--- config.mk ---
export PLATFORM = sky130hd
export DESIGN_NAME = led_mode_sequencer
export DESIGN_NICKNAME = d
export VERILOG_FILES = /design/src/rtl/led_pkg.sv /design/src/rtl/btn_press_detect.sv /design/src/rtl/led_mode_sequencer.sv
export SDC_FILE = /design/constraint.sdc
export NUM_CORES = 1
export LEC_CHECK = 0
export CAP_MARGIN = 20
export CORE_MARGIN = 4
export CORE_UTILIZATION = 55
export DETAILED_ROUTE_END_ITERATION = 8
export PLACE_DENSITY = 0.72
export REMOVE_ABC_BUFFERS = 1
export SYNTH_ARGS = -nofsm -noshare
export SYNTH_HDL_FRONTEND = slang
export SYNTH_SLANG_ARGS = --single-unit
--- constraint.sdc ---
create_clock -name CLK -period 5.82 [get_ports CLK]
set_clock_uncertainty 0.15 [all_clocks]
set_input_delay 1.164 -clock CLK [delete_from_list [all_inputs] [get_ports CLK]]
set_output_delay 1.164 -clock CLK [all_outputs]
set_load 0.005 [all_outputs]
--- src/rtl/led_pkg.sv ---
// Shared definitions for the LED bank controller: mode encodings, bank width
// and board clock frequency.
package led_pkg;

    localparam int LED_W  = 6;
    localparam int CLK_HZ = 27000000;

    typedef enum logic [1:0] {
        MODE_COUNT = 2'd0,
        MODE_SHIFT = 2'd1,
        MODE_BLINK = 2'd2,
        MODE_HOLD  = 2'd3
    } mode_e;

    function automatic mode_e next_mode(input mode_e m);
        case (m)
            MODE_COUNT: return MODE_SHIFT;
            MODE_SHIFT: return MODE_BLINK;
            MODE_BLINK: return MODE_HOLD;
            default:    return MODE_COUNT;
        endcase
    endfunction

endpackage

--- src/rtl/btn_press_detect.sv ---
// Push-button front end: two-flop synchronizer, rising-edge detect and a
// lockout counter that turns a bouncy press into one registered pulse.
module btn_press_detect #(
    parameter int LOCKOUT = 270000
) (
    input  logic clk_i,
    input  logic rst_i,
    input  logic btn_i,
    output logic press_o
);

    localparam int LW = (LOCKOUT > 1) ? $clog2(LOCKOUT) : 1;

    logic [2:0]    sync_q, sync_d;
    logic [LW-1:0] lock_q, lock_d;
    logic          press_q, press_d;
    logic          rise;

    // sync_q[0..1] are the synchronizer, sync_q[2] is the edge-detect history.
    always_comb begin
        sync_d  = {sync_q[1:0], btn_i};
        rise    = sync_q[1] & ~sync_q[2];
        press_d = rise & (lock_q == '0);
        lock_d  = lock_q;
        if (press_d) begin
            lock_d = LW'(LOCKOUT - 1);
        end else if (lock_q != '0) begin
            lock_d = lock_q - LW'(1);
        end
    end

    always_ff @(posedge clk_i) begin
        if (rst_i) begin
            sync_q  <= '0;
            lock_q  <= '0;
            press_q <= 1'b0;
        end else begin
            sync_q  <= sync_d;
            lock_q  <= lock_d;
            press_q <= press_d;
        end
    end

    assign press_o = press_q;

endmodule

--- src/rtl/led_mode_sequencer.sv ---
// LED bank controller: pattern-step tick divider plus the four-mode display
// sequencer, advanced by debounced button presses. Drives active-low LEDs.
module led_mode_sequencer #(
    parameter int TICK_DIV = 27000000,
    parameter int LOCKOUT  = 270000,
    parameter int LED_W    = 6
) (
    input  logic             CLK,
    input  logic             RESET,
    input  logic             BTN,
    output logic [LED_W-1:0] oled,
    output logic [1:0]       mode,
    output logic             step
);

    import led_pkg::*;

    localparam int CW = $clog2(TICK_DIV);

    mode_e            mode_q, mode_d;
    logic [LED_W-1:0] pat_q, pat_d;
    logic [CW-1:0]    cnt_q, cnt_d;
    logic             step_q, step_d;
    logic             tick;
    logic             press;

    btn_press_detect #(
        .LOCKOUT (LOCKOUT)
    ) u_btn (
        .clk_i   (CLK),
        .rst_i   (RESET),
        .btn_i   (BTN),
        .press_o (press)
    );

    assign tick = (cnt_q == CW'(TICK_DIV - 1));

    // A press takes precedence over a coincident tick; the tick is dropped.
    always_comb begin
        mode_d = mode_q;
        pat_d  = pat_q;
        cnt_d  = tick ? '0 : cnt_q + CW'(1);
        step_d = 1'b0;
        if (press) begin
            mode_d = next_mode(mode_q);
            cnt_d  = '0;
            case (mode_d)
                MODE_SHIFT: pat_d = LED_W'(1);
                MODE_HOLD:  pat_d = pat_q;
                default:    pat_d = '0;
            endcase
        end else if (tick) begin
            step_d = 1'b1;
            case (mode_q)
                MODE_COUNT: pat_d = pat_q + LED_W'(1);
                MODE_SHIFT: pat_d = {pat_q[LED_W-2:0], pat_q[LED_W-1]};
                MODE_BLINK: pat_d = ~pat_q;
                default:    pat_d = pat_q;
            endcase
        end
    end

    always_ff @(posedge CLK) begin
        if (RESET) begin
            mode_q <= MODE_COUNT;
            pat_q  <= '0;
            cnt_q  <= '0;
            step_q <= 1'b0;
        end else begin
            mode_q <= mode_d;
            pat_q  <= pat_d;
            cnt_q  <= cnt_d;
            step_q <= step_d;
        end
    end

    assign oled = ~pat_q;
    assign mode = mode_q;
    assign step = step_q;

endmodule

==> impl_results.md <==
- Post-DR vias/cell: 6.04
- Reg2reg end: cnt_q[11]
- Initial DRC Count: about 180
- Synth Flop Type: dfxtp_1
- Worst Hold Class: flop to flop
- Die area: approximately 6700 um2
- DPL Wire Length: around 4400 um
- Layout overhead on the synthesized area: 9.78%
- Number of buffers added for setup after CTS: 0
- N_diodes: 0
- Critical path arrival: 2.67 ns
- Setup violations, final: 0
- GRT Total Usage: 0.208
- Post-synth EDFFs: 0
- Top-area cell type share of the netlist area: 0.380
- Seq cells post-synth: 57
- Status: finished, final reports clean
- WS Path Type: flop to flop
- Slew headroom: 0.339
- Final net count: 374
- Sequential share of the synthesized area: 0.380
- Crit. Startpoint: cnt_q[8]
- First-pass GRT wire length: 10700 um
- Share of layout cells above drive strength 1: 0.0519
- Hold Fails Final Rpt: 0
- Number of remaining DRC errors: 0
- Crit share post-route: 0.458
- WL final: 6350 um
- Worst hold slack: 0.297 ns
- Critical Path Start Type: flop
- Setup crit end kind: flop
- Synth area leaders: dfxtp_1, a21oi_1, ha_1, nor2_1, or4_1
- Worst r2r src: cnt_q[8]
- DR pass1 iterations: 4
- Tightest Pin Transition: 0.992 ns
- Max Fclk: roughly 380 MHz
- Netlist cell types: 52
- CTS max path bufs: 2
- TNS Setup: 0 ns
- Fraction of registers with async set/reset: 0
- CTS H-tree depth: 3
- Rows: 26
- Die span in x: 81.9 um
- Worst-path clk slew: 0.06 ns
- Worst R2R Path Depth: 4
- Non-filler cells in the finished layout: around 440
- Count leader, synth: dfxtp_1
- Root buf cell: clkbuf_8
- Syn_area_per_cell: 8.47 um2
- Clock sink total: 57
- Area leader, netlist: dfxtp_1
- Die H: ~82 um
- Max VDD drop: 0.234 mV
- Final max-slew violation count: 0
- Total gr overflow: 0
- Number of I/O pins: 12
- Largest net degree at the start of global routing: 26
- Power Dens Cells: 368 nW/um2
- Starting Density: 0.578
- Fin crit period: 2.66 ns
- CTS tree: yes
- Yosys warns: 0
- RSZ-0062 raised after global routing: no
- Post-CTS Resized: 0
- CTS Buf Count: 9
- IO Port Bufs: 11
- # hold bufs at CTS: 0
- End of the critical path: cnt_q[11]
- Drt wl/cell: 14.6 um
- Max-cap check violation count: 0
- DRT antenna net count: 0
- Post-Syn Area: 3010 um2
- Via count: 2632
- Critical-path maximum fanout: 25
- Syn Inst Count: 355
- Initial antenna violation count: 0
- Most frequent cells after synthesis: dfxtp_1, nor2_1, nand2_1, a21oi_1, inv_1
- Vias in the first global route: roughly 2300
- CORE AREA: 5200 um2
- Final Wtd Congestion: 0.815
- Worst EP required: 5.83 ns
- Clock latency on the worst-skew pair: 0.33 ns
- Inst Count DP: between 400 and 500
- R2r setup slk: approximately 3.2 ns
- Leakage power: 1.13 nW
-- per-stage QoR --
stage	setup WS, ns	instance area, um2	utilization	power (W)
5_1_grt	3.06	3300	0.634	0.00130
2_1_floorplan	3.50	2930	-	0.000800
3_5_place_dp	2.88	3140	0.603	0.000900
6_report	3.16	3300	0.634	0.00121
4_1_cts	3.13	3300	0.634	0.00122
3_3_place_gp	3.02	3140	0.603	0.000891
-- worst min-delay path by stage --
stage,start,endpoint,cells past startpoint
detailed placement,u_btn.sync_q[0],u_btn.sync_q[1],1
global placement,cnt_q[0],cnt_q[0],1
finish,u_btn.sync_q[0],u_btn.sync_q[1],1
CTS,u_btn.sync_q[0],u_btn.sync_q[1],1
global route,u_btn.sync_q[0],u_btn.sync_q[1],1
floorplan,u_btn.sync_q[0],u_btn.sync_q[1],1
-- registers in the layout (all words and copies together) (netlist names) --
register       cells
u_btn.press_o      1
pat_q              6
step               1
mode               2
u_btn.lock_q      19
u_btn.sync_q       3
cnt_q             25
-- kinds of logic (layout without fill, tap and decap cells) --
family,after synthesis,in the layout,synth area share
muxes,8,8,0.0266
DFF,57,57,0.380
AOI/OAI and AO/OA,88,88,0.203
buffers and inverters,34,45,0.0483
adders and majority gates,8,8,0.0333
xor gates and xnor gates,14,14,0.0408
and+or+nand+nor,146,146,0.268
-- critical path, cell delays in order (launching register included) --
cell	delay (ns)
dfxtp_1	0.35
or4b_1	0.52
or4_4	0.54
o31ai_4	0.81
a21oi_1	0.12
-- placed cells by master (no fill, tap or decap), types with 3 or more instances in the layout --
cell type / n
dfxtp_1: 57
nor2_1: 26
nand2_1: 25
a21oi_1: 23
inv_1: 19
nand3_1: 18
o21ai_0: 17
or4_1: 13
o31ai_1: 12
clkbuf_8: 11
clkdlybuf4s50_1: 11
nand4_1: 10
nor4_1: 9
or3_1: 9
mux2i_1: 8
xnor2_1: 8
ha_1: 8
nor2b_1: 7
and3_1: 7
xor2_1: 6
nor3_1: 5
o31a_1: 4
a211oi_1: 3
o221ai_1: 3
o211ai_1: 3
and2_1: 3
o22ai_1: 3
and4_1: 3
a2111oi_0: 3
o311a_1: 3
a21boi_0: 3
clkbuf_1: 3
-- area by class of cell --
cell class              count  area (um2)
multi-input cells         264        1720
well taps                  70        87.6
inverters                  19        71.3
fillers                   459        1900
repair buffers             12         118
flip-flops and latches     57        1140
clock buffers              14         163
-- power breakdown --
group          switching, W  internal, W  leakage [nW]
combinational      0.000252     0.000149         0.581
sequential        0.0000569     0.000442         0.463
clock              0.000140     0.000174        0.0826
total              0.000449     0.000764          1.13
-- routing by layer --
layer | up-vias | track usage | part of all wire
met5 | - | 0 | 0
met4 | 0 | 0.108 | 0.017
met3 | 7 | 0.0296 | 0.036
met2 | 53 | 0.310 | 0.44
met1 | 1220 | 0.289 | 0.51
li1 | 1352 | - | -
Note: power is estimated with default switching activity, not from simulation.
